### config.mk
export PLATFORM = sky130hd
export DESIGN_NAME = hazard_control_unit_flat
export DESIGN_NICKNAME = d
export VERILOG_FILES = /design/src/rtl/hcu_pkg.sv /design/src/rtl/hazard_control_unit_if.sv /design/src/rtl/fwd_select.sv /design/src/rtl/hazard_control_unit.sv /design/src/flat_wrapper.sv
export SDC_FILE = /design/constraint.sdc
export NUM_CORES = 1
export LEC_CHECK = 0
export ABC_AREA = 0
export CAP_MARGIN = 20
export CORE_ASPECT_RATIO = 0.75
export CORE_UTILIZATION = 44
export CTS_BUF_LIST = sky130_fd_sc_hd__clkbuf_8 sky130_fd_sc_hd__clkbuf_16
export DETAILED_ROUTE_END_ITERATION = 10
export GPL_TIMING_DRIVEN = 0
export PLACE_DENSITY = 0.86
export SYNTH_ARGS = -nofsm -noshare
export SYNTH_HDL_FRONTEND = slang
export SYNTH_SLANG_ARGS = --single-unit
### constraint.sdc
create_clock -name clk -period 3.9 [get_ports clk]
set_input_delay 0.585 -clock clk [delete_from_list [all_inputs] [get_ports clk]]
set_output_delay 0.585 -clock clk [all_outputs]
set_load 0.02 [all_outputs]
### src/rtl/hcu_pkg.sv
// rtl/hcu_pkg.sv - shared encodings for the hazard control unit
package hcu_pkg;

    typedef enum logic [1:0] {
        ST_RUN      = 2'b00,
        ST_LD_STALL = 2'b01,
        ST_BR_FLUSH = 2'b10,
        ST_MEM_WAIT = 2'b11
    } hcu_state_e;

    typedef enum logic [1:0] {
        FWD_RF  = 2'b00,
        FWD_EX  = 2'b01,
        FWD_MEM = 2'b10,
        FWD_WB  = 2'b11
    } fwd_sel_e;

    localparam logic [3:0] PC_REG = 4'd15;

endpackage

### src/rtl/hazard_control_unit_if.sv
// rtl/hazard_control_unit_if.sv - pipeline-to-HCU signal bundle (HCU_PERF_CNT_EN adds counters)
interface hazard_control_unit_if;
    logic [3:0]  id_rn, id_rm, id_rd;
    logic        id_use_rn, id_use_rm, id_use_rd;
    logic [3:0]  ex_rd, mem_rd, wb_rd;
    logic        ex_rf_enable, mem_rf_enable, wb_rf_enable;
    logic        ex_load_instr;
    logic        id_branch_taken;
    logic        mem_busy;
    logic        pc_le, if_id_le;
    logic        nop_sel;
    logic        if_id_clr;
    logic        pipe_freeze;
    logic [1:0]  fwd_a, fwd_b, fwd_d;
    logic [1:0]  hcu_state;
`ifdef HCU_PERF_CNT_EN
    logic [15:0] stall_cnt, flush_cnt;
`endif

    modport master (
        output id_rn, id_rm, id_rd, id_use_rn, id_use_rm, id_use_rd,
        output ex_rd, mem_rd, wb_rd, ex_rf_enable, mem_rf_enable, wb_rf_enable,
        output ex_load_instr, id_branch_taken, mem_busy,
        input  pc_le, if_id_le, nop_sel, if_id_clr, pipe_freeze,
        input  fwd_a, fwd_b, fwd_d, hcu_state
`ifdef HCU_PERF_CNT_EN
        , input stall_cnt, flush_cnt
`endif
    );

    modport slave (
        input  id_rn, id_rm, id_rd, id_use_rn, id_use_rm, id_use_rd,
        input  ex_rd, mem_rd, wb_rd, ex_rf_enable, mem_rf_enable, wb_rf_enable,
        input  ex_load_instr, id_branch_taken, mem_busy,
        output pc_le, if_id_le, nop_sel, if_id_clr, pipe_freeze,
        output fwd_a, fwd_b, fwd_d, hcu_state
`ifdef HCU_PERF_CNT_EN
        , output stall_cnt, flush_cnt
`endif
    );
endinterface

### src/rtl/fwd_select.sv
// rtl/fwd_select.sv - per-operand forwarding source select, EX > MEM > WB
module fwd_select
    import hcu_pkg::*;
(
    input  logic [3:0] src,
    input  logic [3:0] ex_rd,
    input  logic [3:0] mem_rd,
    input  logic [3:0] wb_rd,
    input  logic       ex_fwd_ok,
    input  logic       mem_rf_enable,
    input  logic       wb_rf_enable,
    output fwd_sel_e   sel
);
    always_comb begin
        sel = FWD_RF;
        // The PC is never forwarded; the datapath supplies it directly.
        if (src != PC_REG) begin
            if (ex_fwd_ok && ex_rd == src)
                sel = FWD_EX;
            else if (mem_rf_enable && mem_rd == src)
                sel = FWD_MEM;
            else if (wb_rf_enable && wb_rd == src)
                sel = FWD_WB;
        end
    end
endmodule

### src/rtl/hazard_control_unit.sv
// rtl/hazard_control_unit.sv - stall/flush/freeze FSM and forwarding; HCU_PERF_CNT_EN adds stall/flush counters
module hazard_control_unit
    import hcu_pkg::*;
(
    input  logic                   clk,
    input  logic                   clr_n,
    hazard_control_unit_if.slave   hcu
);
    hcu_state_e state, state_next;
    hcu_state_e saved, saved_next;
    logic       active;
    logic       load_use;
    logic       stall_entry, flush_entry;
    logic       pc_le_c, if_id_le_c, nop_sel_c, if_id_clr_c, freeze_c;
    fwd_sel_e   sel_a, sel_b, sel_d;
    logic       ex_fwd_ok;

    assign load_use = hcu.ex_load_instr && hcu.ex_rf_enable &&
                      ((hcu.id_use_rn && hcu.ex_rd == hcu.id_rn) ||
                       (hcu.id_use_rm && hcu.ex_rd == hcu.id_rm) ||
                       (hcu.id_use_rd && hcu.ex_rd == hcu.id_rd));

    assign ex_fwd_ok = hcu.ex_rf_enable && !hcu.ex_load_instr;

    fwd_select u_fwd_a (.src(hcu.id_rn), .ex_rd(hcu.ex_rd), .mem_rd(hcu.mem_rd), .wb_rd(hcu.wb_rd),
                        .ex_fwd_ok(ex_fwd_ok), .mem_rf_enable(hcu.mem_rf_enable),
                        .wb_rf_enable(hcu.wb_rf_enable), .sel(sel_a));
    fwd_select u_fwd_b (.src(hcu.id_rm), .ex_rd(hcu.ex_rd), .mem_rd(hcu.mem_rd), .wb_rd(hcu.wb_rd),
                        .ex_fwd_ok(ex_fwd_ok), .mem_rf_enable(hcu.mem_rf_enable),
                        .wb_rf_enable(hcu.wb_rf_enable), .sel(sel_b));
    fwd_select u_fwd_d (.src(hcu.id_rd), .ex_rd(hcu.ex_rd), .mem_rd(hcu.mem_rd), .wb_rd(hcu.wb_rd),
                        .ex_fwd_ok(ex_fwd_ok), .mem_rf_enable(hcu.mem_rf_enable),
                        .wb_rf_enable(hcu.wb_rf_enable), .sel(sel_d));

    // 'active' holds reset-value outputs until the first clock edge after clr_n releases.
    always_comb begin
        state_next  = state;
        saved_next  = saved;
        pc_le_c     = 1'b1;
        if_id_le_c  = 1'b1;
        nop_sel_c   = 1'b0;
        if_id_clr_c = 1'b0;
        freeze_c    = 1'b0;
        stall_entry = 1'b0;
        flush_entry = 1'b0;
        if (!active) begin
            pc_le_c     = 1'b0;
            if_id_le_c  = 1'b0;
            nop_sel_c   = 1'b1;
            if_id_clr_c = 1'b1;
            state_next  = ST_RUN;
            saved_next  = ST_RUN;
        end else if (hcu.mem_busy) begin
            freeze_c   = 1'b1;
            pc_le_c    = 1'b0;
            if_id_le_c = 1'b0;
            if (state != ST_MEM_WAIT) begin
                saved_next = state;
                state_next = ST_MEM_WAIT;
            end
        end else begin
            case (state)
                ST_RUN: begin
                    if (load_use) begin
                        pc_le_c     = 1'b0;
                        if_id_le_c  = 1'b0;
                        nop_sel_c   = 1'b1;
                        state_next  = ST_LD_STALL;
                        stall_entry = 1'b1;
                    end else if (hcu.id_branch_taken) begin
                        if_id_clr_c = 1'b1;
                        state_next  = ST_BR_FLUSH;
                        flush_entry = 1'b1;
                    end
                end
                ST_LD_STALL, ST_BR_FLUSH: state_next = ST_RUN;
                ST_MEM_WAIT: begin
                    // Release cycle: back end restarts, front end holds with a bubble into ID/EX.
                    pc_le_c    = 1'b0;
                    if_id_le_c = 1'b0;
                    nop_sel_c  = 1'b1;
                    state_next = saved;
                    saved_next = ST_RUN;
                end
                default: state_next = ST_RUN;
            endcase
        end
    end

    always_ff @(posedge clk or negedge clr_n) begin
        if (!clr_n) begin
            state  <= ST_RUN;
            saved  <= ST_RUN;
            active <= 1'b0;
        end else begin
            state  <= state_next;
            saved  <= saved_next;
            active <= 1'b1;
        end
    end

    assign hcu.pc_le       = pc_le_c;
    assign hcu.if_id_le    = if_id_le_c;
    assign hcu.nop_sel     = nop_sel_c;
    assign hcu.if_id_clr   = if_id_clr_c;
    assign hcu.pipe_freeze = freeze_c;
    assign hcu.hcu_state   = state;
    assign hcu.fwd_a       = active ? sel_a : FWD_RF;
    assign hcu.fwd_b       = active ? sel_b : FWD_RF;
    assign hcu.fwd_d       = active ? sel_d : FWD_RF;

`ifdef HCU_PERF_CNT_EN
    logic [15:0] stall_cnt, flush_cnt;

    always_ff @(posedge clk or negedge clr_n) begin
        if (!clr_n) begin
            stall_cnt <= 16'h0000;
            flush_cnt <= 16'h0000;
        end else begin
            if (stall_entry && stall_cnt != 16'hFFFF)
                stall_cnt <= stall_cnt + 16'h0001;
            if (flush_entry && flush_cnt != 16'hFFFF)
                flush_cnt <= flush_cnt + 16'h0001;
        end
    end

    assign hcu.stall_cnt = stall_cnt;
    assign hcu.flush_cnt = flush_cnt;
`else
    logic unused_entry;
    assign unused_entry = stall_entry ^ flush_entry;
`endif
endmodule

### src/flat_wrapper.sv
// flat-port wrapper written by rule: the top's interface ports become plain ports
module hazard_control_unit_flat import hcu_pkg::*;
  (clk, clr_n, hcu_id_rn, hcu_id_rm, hcu_id_rd, hcu_id_use_rn, hcu_id_use_rm, hcu_id_use_rd, hcu_ex_rd, hcu_mem_rd, hcu_wb_rd, hcu_ex_rf_enable, hcu_mem_rf_enable, hcu_wb_rf_enable, hcu_ex_load_instr, hcu_id_branch_taken, hcu_mem_busy, hcu_pc_le, hcu_if_id_le, hcu_nop_sel, hcu_if_id_clr, hcu_pipe_freeze, hcu_fwd_a, hcu_fwd_b, hcu_fwd_d, hcu_hcu_state);
  hazard_control_unit_if hcu_i ();
  input  logic clk;
  input  logic clr_n;
  input wire logic [$bits(hcu_i.id_rn)-1:0] hcu_id_rn;
  input wire logic [$bits(hcu_i.id_rm)-1:0] hcu_id_rm;
  input wire logic [$bits(hcu_i.id_rd)-1:0] hcu_id_rd;
  input wire logic [$bits(hcu_i.id_use_rn)-1:0] hcu_id_use_rn;
  input wire logic [$bits(hcu_i.id_use_rm)-1:0] hcu_id_use_rm;
  input wire logic [$bits(hcu_i.id_use_rd)-1:0] hcu_id_use_rd;
  input wire logic [$bits(hcu_i.ex_rd)-1:0] hcu_ex_rd;
  input wire logic [$bits(hcu_i.mem_rd)-1:0] hcu_mem_rd;
  input wire logic [$bits(hcu_i.wb_rd)-1:0] hcu_wb_rd;
  input wire logic [$bits(hcu_i.ex_rf_enable)-1:0] hcu_ex_rf_enable;
  input wire logic [$bits(hcu_i.mem_rf_enable)-1:0] hcu_mem_rf_enable;
  input wire logic [$bits(hcu_i.wb_rf_enable)-1:0] hcu_wb_rf_enable;
  input wire logic [$bits(hcu_i.ex_load_instr)-1:0] hcu_ex_load_instr;
  input wire logic [$bits(hcu_i.id_branch_taken)-1:0] hcu_id_branch_taken;
  input wire logic [$bits(hcu_i.mem_busy)-1:0] hcu_mem_busy;
  output wire logic [$bits(hcu_i.pc_le)-1:0] hcu_pc_le;
  output wire logic [$bits(hcu_i.if_id_le)-1:0] hcu_if_id_le;
  output wire logic [$bits(hcu_i.nop_sel)-1:0] hcu_nop_sel;
  output wire logic [$bits(hcu_i.if_id_clr)-1:0] hcu_if_id_clr;
  output wire logic [$bits(hcu_i.pipe_freeze)-1:0] hcu_pipe_freeze;
  output wire logic [$bits(hcu_i.fwd_a)-1:0] hcu_fwd_a;
  output wire logic [$bits(hcu_i.fwd_b)-1:0] hcu_fwd_b;
  output wire logic [$bits(hcu_i.fwd_d)-1:0] hcu_fwd_d;
  output wire logic [$bits(hcu_i.hcu_state)-1:0] hcu_hcu_state;
  assign hcu_i.id_rn = hcu_id_rn;
  assign hcu_i.id_rm = hcu_id_rm;
  assign hcu_i.id_rd = hcu_id_rd;
  assign hcu_i.id_use_rn = hcu_id_use_rn;
  assign hcu_i.id_use_rm = hcu_id_use_rm;
  assign hcu_i.id_use_rd = hcu_id_use_rd;
  assign hcu_i.ex_rd = hcu_ex_rd;
  assign hcu_i.mem_rd = hcu_mem_rd;
  assign hcu_i.wb_rd = hcu_wb_rd;
  assign hcu_i.ex_rf_enable = hcu_ex_rf_enable;
  assign hcu_i.mem_rf_enable = hcu_mem_rf_enable;
  assign hcu_i.wb_rf_enable = hcu_wb_rf_enable;
  assign hcu_i.ex_load_instr = hcu_ex_load_instr;
  assign hcu_i.id_branch_taken = hcu_id_branch_taken;
  assign hcu_i.mem_busy = hcu_mem_busy;
  assign hcu_pc_le = hcu_i.pc_le;
  assign hcu_if_id_le = hcu_i.if_id_le;
  assign hcu_nop_sel = hcu_i.nop_sel;
  assign hcu_if_id_clr = hcu_i.if_id_clr;
  assign hcu_pipe_freeze = hcu_i.pipe_freeze;
  assign hcu_fwd_a = hcu_i.fwd_a;
  assign hcu_fwd_b = hcu_i.fwd_b;
  assign hcu_fwd_d = hcu_i.fwd_d;
  assign hcu_hcu_state = hcu_i.hcu_state;
  hazard_control_unit u_core (.clk(clk), .clr_n(clr_n), .hcu(hcu_i));
endmodule
Word level (Yosys, flattened, before mapping):

Index checks and enable logic that the tools add are counted.

* equal/unequal tests: 19
* mux-type cells: 40
* reduce and logical (&&, ||, !) cells: 22

Operators by type and width (count)
* $mux 2: 24
* $eq 4x4->1: 9
* $logic_and 1x1->1: 15
* $mux 1: 13
* $ne 4x4->1 const B: 3
* $ne 3x3->1 const B: 2
* $pmux 2 s3: 1
* $ne 5x5->1 const B: 1
* $eq 2x2->1 const B: 2
* $pmux 1 s2: 2
* $reduce_and 2->1: 2
* $eq 2x1->1 const B: 1
* $logic_not 2->1: 1
* $logic_or 1x1->1: 2
* $ne 2x2->1 const B: 1
* $reduce_or 2->1: 1
* $logic_not 1->1: 1

* flip-flop bits (word level): 5
* input bits: 35
* output and inout port bits: 13
* word-level logic and storage cells: 84

Depth between registers and ports, before layout:

* depth after elaboration: 9
* depth in mapped cells: 7
* depth with buffers taken out: 7

Modules after synthesis:

A second synthesis with hierarchy kept.

* cell total of the unflattened synthesis: 152
* area, all modules: 1176.1 sq um

By module, submodules not included
* hazard_control_unit: times used 1, cells each 74, area each 594.3 sq um, sequential area each 125.1 sq um
* fwd_select: times used 3, cells each 26, area each 193.9 sq um, sequential area each 0.0 sq um

Worst setup path before layout:

Ideal clock, no wire load.

* path kind: in2out
* from: in hcu_ex_rd[1]
* to: out hcu_pc_le
* arrival time: 1.741 ns
* data required time: 3.315 ns
* path slack: 1.574 ns
* stages: 6
* buffers on the path: 1
* cells stage by stage: xor2_1 nor4_4 nand2_2 a21oi_2 a21oi_1 buf_4

* longest elaborated chain between the ends: 9
* elaborated cells on any way between the ends: 13
* those cells by class: 3 x eq/ne; 4 x mux; 6 x reduce/logical

Ends and longest elaborated chain
* from (decl): RTL line flat_wrapper.sv:13 `input wire logic [$bits(hcu_i.ex_rd)-1:0] hcu_ex_rd;`
* $eq 4x4->1, on equally long branches: RTL line hazard_control_unit.sv:19, hazard_control_unit.sv:20
* $logic_and 1x1->1, on equally long branches: RTL line hazard_control_unit.sv:19, hazard_control_unit.sv:20
* $logic_or 1x1->1: RTL line hazard_control_unit.sv:19 `((hcu.id_use_rn && hcu.ex_rd == hcu.id_rn) ||`
* $logic_or 1x1->1 *: RTL line hazard_control_unit.sv:20 `(hcu.id_use_rm && hcu.ex_rd == hcu.id_rm) ||`
* $logic_and 1x1->1 *: RTL line hazard_control_unit.sv:18 `assign load_use = hcu.ex_load_instr && hcu.ex_rf_enable &&`
* $mux 1 *
* $pmux 1 s2 *
* $mux 1 * (2 in a row)
* to (decl): RTL line flat_wrapper.sv:22 `output wire logic [$bits(hcu_i.pc_le)-1:0] hcu_pc_le;`

Mark *: on every way between the ends. The rest lies on a longest branch, timed or not.

Worst setup path in the final report:

* from: in hcu_id_rn[3]
* to: out hcu_nop_sel

* longest elaborated chain between the ends: 9

Ends and longest elaborated chain
* from (decl): RTL line flat_wrapper.sv:7 `input wire logic [$bits(hcu_i.id_rn)-1:0] hcu_id_rn;`
* $eq 4x4->1: RTL line hazard_control_unit.sv:19
* $logic_and 1x1->1: RTL line hazard_control_unit.sv:19
* $logic_or 1x1->1: RTL line hazard_control_unit.sv:19
* $logic_or 1x1->1: RTL line hazard_control_unit.sv:20
* $logic_and 1x1->1: RTL line hazard_control_unit.sv:18
* $mux 1
* $pmux 1 s2: RTL line hazard_control_unit.sv:62 `case (state)`
* $mux 1: RTL line hazard_control_unit.sv:53 `end else if (hcu.mem_busy) begin`
* $mux 1: RTL line hazard_control_unit.sv:46 `if (!active) begin`
* to (decl): RTL line flat_wrapper.sv:24 `output wire logic [$bits(hcu_i.nop_sel)-1:0] hcu_nop_sel;`

No other way between the ends.

==> impl_results.md <==
- DRC Markers: 0
- Clk_lat worst skew: ~0.22 ns
- # IOs: 48
- Max Freq: 291 MHz
- Met2 Usage GRT: between 40 and 50%
- Die H: approximately 43 um
- Worst ir drop on vdd: between 200 and 300 uV
- Critical path capture point type: primary output
- Finished Layout Cells: 200
- Number of library cell types mapped by synthesis: 35
- YS warnings: 0
- Final min period: between 3 and 4 ns
- Ys flop type: dfrtp_1
- Pin count of the biggest net entering global routing: 11
- CTS hold repair buffers: 0
- Port buffer count: between 40 and 50
- Top cells by count, synth: xor2_1, xnor2_1, nand2_1
- Register-to-Register Setup Slack: roughly 2.0 ns
- Layout area overhead: 54.7%
- Die ar.: about 2400 um2
- First-pass GRT wire length: 5050 um
- Leak: 0.582 nW
- CP Class: in2out
- Mapped Nets: around 160
- WL/cell: about 16 um
- Status: complete, no violations
- Hold Path Depth: 2
- Layout filler cell count: around 160
- Area of the multi-input gates: around 820 um2
- Final Skew: between 0.002 and 0.003 ns
- Initial DRT Pass Iterations: 4
- Cell with the most instances after synthesis: xor2_1
- DP Wirelength: ~2600 um
- Post-Route Utilization: between 70 and 80%
- Pwr per Cell Area: ~230 nW/um2
- Area of the core: slightly above 2000 um2
- Global Route Usage Sum: between 20% and 30%
- CP Cell Sequence: clkdlybuf4s50_1 -> xnor2_1 -> nand4_1 -> o22a_2 -> a21oi_2 -> a31o_2 -> clkdlybuf4s50_1
- Met1 usage: roughly 39%
- Vias: about 1.1k
- Antenna viol nets, final: 0
- Initial drt markers: 29
- CP peak stage delay: 0.63 ns
- Cells after DPL: between 150 and 200
- R2r startpoint: u_core.hcu.hcu_state[0]$_DFFE_PN0P_
- Top cell type's share of synthesized area: between 10% and 20%
- Final RePlAce weighted congestion: 1.01
- Hold Path End: u_core.saved[1]$_DFFE_PN0P_
- Fin. Hold Viols: 0
- Congestion Overflow GR: 0
- Syn Std Cell Area: roughly 980 um2
- Critical path peak fanout: 4
- Worst Setup Slack, final: about 0.46 ns
- CTS tree: built
- CTS Root Cell: clkbuf_8
- Worst Setup SP: hcu_id_rn[3]
- Period utilization: about nine tenths
- Hold wc startpoint: u_core.saved[1]$_DFFE_PN0P_
- Mean Syn Cell Area: 7.77 um2
- Share of layout cells above drive strength 1: roughly 7.4%
- Worst R2R End: u_core.hcu.hcu_state[0]$_DFFE_PN0P_
- MaxCap Viol Count: 0
- Critical Path RT: 3.31 ns
- Share of flip-flops with an asynchronous set or reset: between 90% and 100%
- Setup bufs post-CTS: 0
- CP startpoint kind: input pin
- Crit path DAT: 2.85 ns
- Seq cells post-synth: 5
- Critical Path Slowest Stage Cell: clkdlybuf4s50_1
- Max Slew Vio Count: 0
- Setup violators final: 0
- RSZ-0062 raised after global routing: no
- Fin Hold WS: 0.553 ns
- Reg area: around 130 um2
- Synthesized instance count: 126
- Sink Count: 5
- Setup TNS: 0 ns
- Die Wd: ~56 um
- Inserted Clock Buffers: 3
- Post-DR vias/cell: 5.42
- PostCTS Resize Cnt: 0
- Largest cells by area after synthesis: xor2_1, xnor2_1, dfrtp_1, nand2_1, nor2b_1
- Reg2reg path depth: 6
- Site row count: 14
- Worst slack at placement: roughly 0.5 ns
- Final WL: approximately 3100 um
- Seq/Total Area, Yosys: 12.8%
- Hold crit path type: reg2reg
- Most numerous cell on the critical path: clkdlybuf4s50_1
- # nets final: between 200 and 250
- Number of global-route vias before repair: approximately 1.1k
- Gr busiest metal: met2
- CTS max path bufs: 2
- Synth area leader: xor2_1
- Met3 usage: roughly 5.2%
- Initial antenna violation count: 0
- H-tree lvl count: 1
- Number of synthesized flops with an enable pin: 0
- Initial Utilization: 47.7%
- Clk slew on worst S/H paths: ~0.04 ns
- ANT cells: 0
==> critical path, delay by kind of cell <==
kind | cells | cell delay [ns]
buffers and inverters | 2 | 1.22
AO/OA/AOI/OAI | 3 | 0.71
XOR/XNOR | 1 | 0.17
AND/OR/NAND/NOR | 1 | 0.16
==> placed cells by master (no fill, tap or decap), types with 2 or more instances in the layout <==
cell,synthesis,routed
clkdlybuf4s50_1,0,46
xor2_1,22,22
xnor2_1,15,15
nand2_1,13,13
nor2_1,8,8
nor2b_1,7,7
nor3_1,6,6
inv_1,4,5
nand4_1,5,5
a21oi_1,5,5
dfrtp_1,5,5
nand3_1,4,4
nor4_1,3,3
nand2b_1,3,3
ha_1,3,3
clkbuf_8,0,3
o31ai_1,2,2
a22oi_1,2,2
==> how the worst max path moves through the flow <==
stage / to / slack (ns) / depth (start not counted)
2_1_floorplan: hcu_pc_le / 1.57 / 6
3_3_place_gp: hcu_nop_sel / 0.50 / 7
3_5_place_dp: hcu_pc_le / 0.50 / 8
4_1_cts: hcu_pc_le / 0.50 / 8
5_1_grt: hcu_pc_le / 0.38 / 8
6_report: hcu_nop_sel / 0.46 / 7
==> through the flow <==
| stage | cell area (um2) | power, mW |
|---|---|---|
| after detailed placement | 1470 | 0.250 |
| after CTS | 1510 | 0.348 |
| after global routing | 1510 | 0.369 |
| final | 1510 | 0.347 |
| after floorplan | 978 | 0.163 |
| after global placement | 1470 | 0.242 |
==> cells by family (layout without fill, tap and decap cells) <==
family                     Yosys count  count (layout)  share of synthesized area [%]
AOI/OAI and AO/OA                   18              18                           15.0
xor gates and xnor gates            37              37                           33.1
adders and majority gates            3               3                           3.84
buffers and inverters                7              57                           3.20
DFF                                  5               5                           12.8
muxes                                1               1                           1.53
other                                1               1                          0.383
and+or+nand+nor                     54              54                           30.2
==> per-layer routing <==
metal / vias up / routed length, um
li1: 542 / -
met1: 489 / 1430
met2: 49 / 1430
met3: 4 / 235
met4: 0 / 29
met5: - / 0
==> flip-flops by register name (all words and copies together) (netlist names) <==
signal,flops
u_core.active,1
u_core.saved,2
u_core.hcu.hcu_state,2
==> cell type report <==
cell class | instances | area share (%)
tap | 24 | 1.98
buffer | 3 | 1.07
sequential | 5 | 8.26
inverter | 4 | 0.992
clock inverter | 1 | 0.248
multi-input combinational | 114 | 54.3
clock buffer | 3 | 2.73
timing repair buffer | 46 | 30.4
==> power breakdown <==
part / switching (mW) / internal (mW) / total [mW]
clock: 0.0276 / 0.0677 / 0.0953
combinational: 0.0915 / 0.0940 / 0.186
sequential: 0.00833 / 0.0582 / 0.0665
total: 0.127 / 0.220 / 0.347
Power figures use the tool's default switching activity.
